`config.mk`:
```
export PLATFORM = sky130hd
export DESIGN_NAME = alu_share_ctrl_flat
export DESIGN_NICKNAME = d
export VERILOG_FILES = /design/src/rtl/alu_share_pkg.sv /design/src/rtl/alu_share_ctrl_if.sv /design/src/rtl/alu_share_ctrl_rr_arb2.sv /design/src/rtl/alu_share_ctrl.sv /design/src/flat_wrapper.sv
export SDC_FILE = /design/constraint.sdc
export NUM_CORES = 1
export LEC_CHECK = 0
export ABC_AREA = 0
export BUFFER_PORTS_ARGS = -buffer_cell sky130_fd_sc_hd__buf_2
export CORE_MARGIN = 5
export CORE_UTILIZATION = 45
export CTS_BUF_LIST = sky130_fd_sc_hd__clkbuf_4 sky130_fd_sc_hd__clkbuf_8 sky130_fd_sc_hd__clkbuf_16
export DETAILED_ROUTE_END_ITERATION = 12
export GPL_TIMING_DRIVEN = 0
export PLACE_DENSITY_LB_ADDON = 0.3
export RECOVER_POWER = 50
export REMOVE_ABC_BUFFERS = 1
export SLEW_MARGIN = 15
export SYNTH_ARGS = -nofsm -noshare
export SYNTH_HDL_FRONTEND = slang
export SYNTH_HIERARCHICAL = 1
export SYNTH_SLANG_ARGS = --single-unit
```
`constraint.sdc`:
```
create_clock -name clk -period 2.8 [get_ports clk]
set_input_delay 0.28 -clock clk [delete_from_list [all_inputs] [get_ports clk]]
set_output_delay 0.28 -clock clk [all_outputs]
set_load 0.02 [all_outputs]
```
`src/rtl/alu_share_pkg.sv`:
```
// alu_share_pkg: shared types and constants for the ALU-sharing controller.
//   state_e   : controller FSM states
//   W_DEF     : default operand width
//   NUM_REQ   : number of requesters served
//   STAT_W    : width of the optional per-requester grant counters
package alu_share_pkg;
    localparam int W_DEF   = 4;
    localparam int NUM_REQ = 2;
    localparam int STAT_W  = 8;

    typedef enum logic [1:0] {
        ST_IDLE = 2'd0,
        ST_EXEC = 2'd1,
        ST_RESP = 2'd2
    } state_e;
endpackage

```
`src/rtl/alu_share_ctrl_if.sv`:
```
// alu_share_ctrl_if: bundles the request, ALU and response signals of the
// ALU-sharing controller.
//   slave  : controller side (takes requests and ALU results, drives ALU
//            operands and responses)
//   master : environment side (clients, consumer and the ALU itself)
interface alu_share_ctrl_if
    import alu_share_pkg::*;
#(
    parameter int W = W_DEF
);
    logic [NUM_REQ-1:0] req_valid;
    logic [NUM_REQ-1:0] req_ready;
    logic [W-1:0]       req_a0, req_b0;
    logic               req_cin0;
    logic [W-1:0]       req_a1, req_b1;
    logic               req_cin1;
    logic [W-1:0]       alu_a, alu_b;
    logic               alu_cin;
    logic [W-1:0]       alu_out1;
    logic               alu_cout;
    logic [2*W-1:0]     alu_out2;
    logic               rsp_valid;
    logic               rsp_ready;
    logic               rsp_id;
    logic [W-1:0]       rsp_out1;
    logic               rsp_cout;
    logic [2*W-1:0]     rsp_out2;

    modport slave (
        input  req_valid, req_a0, req_b0, req_cin0, req_a1, req_b1, req_cin1,
        input  alu_out1, alu_cout, alu_out2, rsp_ready,
        output req_ready, alu_a, alu_b, alu_cin,
        output rsp_valid, rsp_id, rsp_out1, rsp_cout, rsp_out2
    );

    modport master (
        output req_valid, req_a0, req_b0, req_cin0, req_a1, req_b1, req_cin1,
        output alu_out1, alu_cout, alu_out2, rsp_ready,
        input  req_ready, alu_a, alu_b, alu_cin,
        input  rsp_valid, rsp_id, rsp_out1, rsp_cout, rsp_out2
    );
endinterface

```
`src/rtl/alu_share_ctrl_rr_arb2.sv`:
```
// rr_arb2: combinational two-way round-robin arbiter.
//   req  : request bits
//   last : most recently granted requester
//   gnt  : one-hot grant (zero when nothing requests)
// The pointer itself is owned and updated by the parent.
module rr_arb2 (
    input  logic [1:0] req,
    input  logic       last,
    output logic [1:0] gnt
);
    always_comb begin
        gnt = req;
        // On a tie the requester that did not win last time goes next.
        if (req == 2'b11) gnt = last ? 2'b01 : 2'b10;
    end
endmodule

```
`src/rtl/alu_share_ctrl.sv`:
```
// alu_share_ctrl: shares one combinational ALU between two requesters.
//   clk, rst_n : clock, synchronous active-low reset
//   bus        : request handshake, ALU operand/result wires, response
//                handshake (see alu_share_ctrl_if)
//   grant_cnt0/1 : saturating accept counters, present only when
//                  ALU_SHARE_STATS_EN is defined
// One transaction at a time: IDLE accepts and registers operands, EXEC lets
// the ALU settle for a cycle and captures its outputs, RESP holds the result
// until the consumer takes it.
module alu_share_ctrl
    import alu_share_pkg::*;
#(
    parameter int W = W_DEF
)(
    input  logic clk,
    input  logic rst_n,
    alu_share_ctrl_if.slave bus
`ifdef ALU_SHARE_STATS_EN
    ,
    output logic [STAT_W-1:0] grant_cnt0,
    output logic [STAT_W-1:0] grant_cnt1
`endif
);
    state_e             state_q, state_d;
    logic               last_q, last_d;
    logic               owner_q, owner_d;
    logic [W-1:0]       alu_a_q, alu_a_d, alu_b_q, alu_b_d;
    logic               alu_cin_q, alu_cin_d;
    logic               rsp_id_q, rsp_id_d;
    logic [W-1:0]       rsp_out1_q, rsp_out1_d;
    logic               rsp_cout_q, rsp_cout_d;
    logic [2*W-1:0]     rsp_out2_q, rsp_out2_d;
    logic [NUM_REQ-1:0] gnt, ready;

    rr_arb2 u_arb (.req(bus.req_valid), .last(last_q), .gnt(gnt));

    always_comb begin
        state_d    = state_q;
        last_d     = last_q;
        owner_d    = owner_q;
        alu_a_d    = alu_a_q;
        alu_b_d    = alu_b_q;
        alu_cin_d  = alu_cin_q;
        rsp_id_d   = rsp_id_q;
        rsp_out1_d = rsp_out1_q;
        rsp_cout_d = rsp_cout_q;
        rsp_out2_d = rsp_out2_q;
        ready      = '0;
        case (state_q)
            ST_IDLE: begin
                ready = gnt;
                if (gnt != '0) begin
                    alu_a_d   = gnt[1] ? bus.req_a1   : bus.req_a0;
                    alu_b_d   = gnt[1] ? bus.req_b1   : bus.req_b0;
                    alu_cin_d = gnt[1] ? bus.req_cin1 : bus.req_cin0;
                    owner_d   = gnt[1];
                    last_d    = gnt[1];
                    state_d   = ST_EXEC;
                end
            end
            ST_EXEC: begin
                rsp_id_d   = owner_q;
                rsp_out1_d = bus.alu_out1;
                rsp_cout_d = bus.alu_cout;
                rsp_out2_d = bus.alu_out2;
                state_d    = ST_RESP;
            end
            ST_RESP: if (bus.rsp_ready) state_d = ST_IDLE;
            default: state_d = ST_IDLE;
        endcase
    end

    always_ff @(posedge clk) begin
        if (!rst_n) begin
            state_q    <= ST_IDLE;
            last_q     <= 1'b1;
            owner_q    <= 1'b0;
            alu_a_q    <= '0;
            alu_b_q    <= '0;
            alu_cin_q  <= 1'b0;
            rsp_id_q   <= 1'b0;
            rsp_out1_q <= '0;
            rsp_cout_q <= 1'b0;
            rsp_out2_q <= '0;
        end else begin
            state_q    <= state_d;
            last_q     <= last_d;
            owner_q    <= owner_d;
            alu_a_q    <= alu_a_d;
            alu_b_q    <= alu_b_d;
            alu_cin_q  <= alu_cin_d;
            rsp_id_q   <= rsp_id_d;
            rsp_out1_q <= rsp_out1_d;
            rsp_cout_q <= rsp_cout_d;
            rsp_out2_q <= rsp_out2_d;
        end
    end

    // Ready is held low while reset is asserted so no client sees an
    // accept strobe that the flops will not honour.
    assign bus.req_ready = rst_n ? ready : '0;
    assign bus.alu_a     = alu_a_q;
    assign bus.alu_b     = alu_b_q;
    assign bus.alu_cin   = alu_cin_q;
    assign bus.rsp_valid = (state_q == ST_RESP);
    assign bus.rsp_id    = rsp_id_q;
    assign bus.rsp_out1  = rsp_out1_q;
    assign bus.rsp_cout  = rsp_cout_q;
    assign bus.rsp_out2  = rsp_out2_q;

`ifdef ALU_SHARE_STATS_EN
    logic [NUM_REQ-1:0][STAT_W-1:0] cnt_q, cnt_d;

    always_comb begin
        cnt_d = cnt_q;
        for (int i = 0; i < NUM_REQ; i++) begin
            if (ready[i] && cnt_q[i] != '1) cnt_d[i] = cnt_q[i] + 1'b1;
        end
    end

    always_ff @(posedge clk) begin
        if (!rst_n) cnt_q <= '0;
        else        cnt_q <= cnt_d;
    end

    assign grant_cnt0 = cnt_q[0];
    assign grant_cnt1 = cnt_q[1];
`endif
endmodule

```
`src/flat_wrapper.sv`:
```
// flat-port wrapper written by rule: the top's interface ports become plain ports
module alu_share_ctrl_flat import alu_share_pkg::*;
#(
    parameter int W = W_DEF
)
  (clk, rst_n, bus_req_valid, bus_req_a0, bus_req_b0, bus_req_cin0, bus_req_a1, bus_req_b1, bus_req_cin1, bus_alu_out1, bus_alu_cout, bus_alu_out2, bus_rsp_ready, bus_req_ready, bus_alu_a, bus_alu_b, bus_alu_cin, bus_rsp_valid, bus_rsp_id, bus_rsp_out1, bus_rsp_cout, bus_rsp_out2);
  alu_share_ctrl_if #(.W(W)) bus_i ();
  input  logic clk;
  input  logic rst_n;
  input wire logic [$bits(bus_i.req_valid)-1:0] bus_req_valid;
  input wire logic [$bits(bus_i.req_a0)-1:0] bus_req_a0;
  input wire logic [$bits(bus_i.req_b0)-1:0] bus_req_b0;
  input wire logic [$bits(bus_i.req_cin0)-1:0] bus_req_cin0;
  input wire logic [$bits(bus_i.req_a1)-1:0] bus_req_a1;
  input wire logic [$bits(bus_i.req_b1)-1:0] bus_req_b1;
  input wire logic [$bits(bus_i.req_cin1)-1:0] bus_req_cin1;
  input wire logic [$bits(bus_i.alu_out1)-1:0] bus_alu_out1;
  input wire logic [$bits(bus_i.alu_cout)-1:0] bus_alu_cout;
  input wire logic [$bits(bus_i.alu_out2)-1:0] bus_alu_out2;
  input wire logic [$bits(bus_i.rsp_ready)-1:0] bus_rsp_ready;
  output wire logic [$bits(bus_i.req_ready)-1:0] bus_req_ready;
  output wire logic [$bits(bus_i.alu_a)-1:0] bus_alu_a;
  output wire logic [$bits(bus_i.alu_b)-1:0] bus_alu_b;
  output wire logic [$bits(bus_i.alu_cin)-1:0] bus_alu_cin;
  output wire logic [$bits(bus_i.rsp_valid)-1:0] bus_rsp_valid;
  output wire logic [$bits(bus_i.rsp_id)-1:0] bus_rsp_id;
  output wire logic [$bits(bus_i.rsp_out1)-1:0] bus_rsp_out1;
  output wire logic [$bits(bus_i.rsp_cout)-1:0] bus_rsp_cout;
  output wire logic [$bits(bus_i.rsp_out2)-1:0] bus_rsp_out2;
  assign bus_i.req_valid = bus_req_valid;
  assign bus_i.req_a0 = bus_req_a0;
  assign bus_i.req_b0 = bus_req_b0;
  assign bus_i.req_cin0 = bus_req_cin0;
  assign bus_i.req_a1 = bus_req_a1;
  assign bus_i.req_b1 = bus_req_b1;
  assign bus_i.req_cin1 = bus_req_cin1;
  assign bus_i.alu_out1 = bus_alu_out1;
  assign bus_i.alu_cout = bus_alu_cout;
  assign bus_i.alu_out2 = bus_alu_out2;
  assign bus_i.rsp_ready = bus_rsp_ready;
  assign bus_req_ready = bus_i.req_ready;
  assign bus_alu_a = bus_i.alu_a;
  assign bus_alu_b = bus_i.alu_b;
  assign bus_alu_cin = bus_i.alu_cin;
  assign bus_rsp_valid = bus_i.rsp_valid;
  assign bus_rsp_id = bus_i.rsp_id;
  assign bus_rsp_out1 = bus_i.rsp_out1;
  assign bus_rsp_cout = bus_i.rsp_cout;
  assign bus_rsp_out2 = bus_i.rsp_out2;
  alu_share_ctrl #(.W(W)) u_core (.clk(clk), .rst_n(rst_n), .bus(bus_i));
endmodule
```
==> flow_summary.json <==
{
  "status": "completed",
  "synth-edff-count": 0,
  "grt_pass1_wl_um": 4440,
  "post-place-ws_ns": 0.774,
  "drive_above_1_share": 0.298,
  "fin_crit_ns": 1.99,
  "cts_made_buffers": 3,
  "syn2layout_area_growth_pct": 27.1,
  "grt.busiest_layer": "met2",
  "die_width_um": 59.9,
  "fin_area_sq_um": 1430,
  "ys_seq_area_frac": 0.482,
  "cts_max_path_buffers": 2,
  "ys_types": 22,
  "fin_ws_ns": 0.810,
  "grt_pass1_vias": 1102,
  "cts_tree": "yes",
  "fin_setup_tns_ns": 0,
  "r2r_start": "u_core/last_q$_SDFFE_PN1P_",
  "synth_top_area_frac": 0.482,
  "maxCapViolations": 0,
  "worstPathMaxFanout": 11,
  "clock_sinks": 27,
  "critPathLaunchType": "flip-flop",
  "async_flop_share": 0,
  "dp_hpwl_um": 2150,
  "hold_ws_ns": 0.185,
  "yosys-top-cells-area": "dfxtp_1, a21oi_1, a211oi_2",
  "wl_per_cell_um": 12.9,
  "hold_violations": 0,
  "cellPowerDensity_nw_per_um2": 580,
  "cts_hold_buffers": 0,
  "ios": 62,
  "min_period_over_period": 0.711,
  "antenna_found_initial": 0,
  "tightest_slew_ns": 0.541,
  "yosysTopAreaCell": "dfxtp_1",
  "start_util": 0.461,
  "ys.flop_type": "dfxtp_1",
  "path_clk_slew_ns": 0.14,
  "place_area_sq_um": 1430,
  "vias": 1064,
  "drtPass1Iterations": 4,
  "ys_ff_latch": 27,
  "die_area_sq_um": 3590,
  "p_leak_nw": 0.597,
  "grtUsageMet3": 0.0346,
  "cp_data_required_time_ns": 2.99,
  "met1_usage": 0.168,
  "rows": 18,
  "clock_latency_ns": 0.31,
  "cts_root_buf": "clkbuf_4",
  "synth_cells": 123,
  "fmax_mhz": 503,
  "end_kind": "flip-flop",
  "h-tree-depth": 1,
  "core_area_sq_um": 2430,
  "synth_common_cells": "nand2_1, dfxtp_1, a21oi_1, a211oi_2, mux2i_1",
  "vias_per_cell": 5.04,
  "yosysWarnings": 6,
  "antenna_cells": 0,
  "overflow": 0,
  "drc": 0,
  "layout.nets": 218,
  "crit_start": "u_core/last_q$_SDFFE_PN1P_",
  "grt_max_degree": 27,
  "critPathKind": "reg -> reg",
  "synth_area_sq_um": 1120,
  "drtIter0Drc": 17,
  "post_cts_resize_count": 0,
  "worstHoldPathType": "in -> reg",
  "setup_viol": 0,
  "wirelength_um": 2730,
  "fin_skew_ns": 0.00232,
  "met2_usage": 0.306,
  "min_from": "bus_alu_out2[5]",
  "cts_setup_buffers": 0,
  "grt_setup_unrepaired": "no",
  "total_power_mw": 0.828,
  "critPathArrivalTime_ns": 2.18,
  "ir_worst_vdd_uv": 317,
  "synth.most_common_cell": "nand2_1",
  "final_antenna_net_count": 0,
  "drv_slew": 0,
  "grt_util_all_layers": 0.163,
  "place.gp.congestion": 0.673,
  "die_h_um": 59.9,
  "slew_headroom": 0.639,
  "syn_area_per_cell_sq_um": 9.12,
  "port_buffers": 61
}
metal layers:
layer,vias to the layer above,part of all wire
met2,27,0.55
met1,499,0.38
met5,-,0
met3,2,0.059
met4,0,0.0099
li1,536,-
registers in the layout, indices dropped and copies added (netlist names):
register,cells
u_core/state_q,2
u_core/bus.alu_a,4
u_core/bus.alu_cin,1
u_core/bus.rsp_out2,8
u_core/last_q,1
u_core/owner_q,1
u_core/bus.rsp_id,1
u_core/bus.rsp_cout,1
u_core/bus.rsp_out1,4
u_core/bus.alu_b,4
final cells by class:
type	instances	area (sq um)
Timing Repair Buffer	62	284
Tap cell	30	37.5
Inverter	2	7.51
Sequential cell	27	541
Multi-Input combinational cell	86	529
Fill cell	261	1010
Clock buffer	3	22.5
Clock inverter	1	5.00
through the flow:
| stage | cells | utilization |
|---|---|---|
| floorplan | 115 | - |
| global placement | 206 | 0.584 |
| detailed placement | 207 | 0.587 |
| CTS | 211 | 0.598 |
| global route | 211 | 0.586 |
| finish | 211 | 0.586 |
final timing paths:
check | end | slack (ns) | cells after the start
max | u_core/bus.alu_a[0]$_SDFFE_PN0P_ | 0.81 | 4
min | u_core/bus.rsp_out2[5]$_SDFFE_PN0N_ | 0.19 | 3
max reg2reg | u_core/bus.alu_a[0]$_SDFFE_PN0P_ | 0.81 | 4
min reg2reg | u_core/bus.rsp_out2[7]$_SDFFE_PN0N_ | 0.46 | 2
where the power goes:
part / internal [mW] / leakage (nW) / switching [mW]
registers: 0.421 / 0.222 / 0.0195
logic: 0.0807 / 0.357 / 0.144
clock network: 0.0534 / 0.0177 / 0.109
layout by cell type (no fill, tap or decap):
cell type and n:
clkbuf_4 3, a21boi_1 2, a21oi_1 24, dfxtp_1 27, buf_4 1, nand2b_1 2, mux2i_1 9, and3_1 2
a211oi_2 9, o21bai_1 1, and2b_1 1, clkbuf_1 23, inv_1 1, nand2_1 30, a221o_1 1, nor2_2 1
buf_2 38, nor2_1 1, inv_2 1, clkinv_2 1, or2_1 1, nor2b_1 1, and2_1 1
cell families after synthesis:
logic type      Yosys count  share of synthesized area
buf+inv                  10                     0.0468
compound gates           37                      0.236
flops                    27                      0.482
mux                       9                     0.0803
simple gates             40                      0.155
worst max-delay path, stage by stage (launching register included):
cell      delay, ns
dfxtp_1        0.35
a21boi_1       0.42
or2_1          0.40
and2_1         0.53
a211oi_2       0.15
Note: power is estimated with default switching activity, not from simulation.
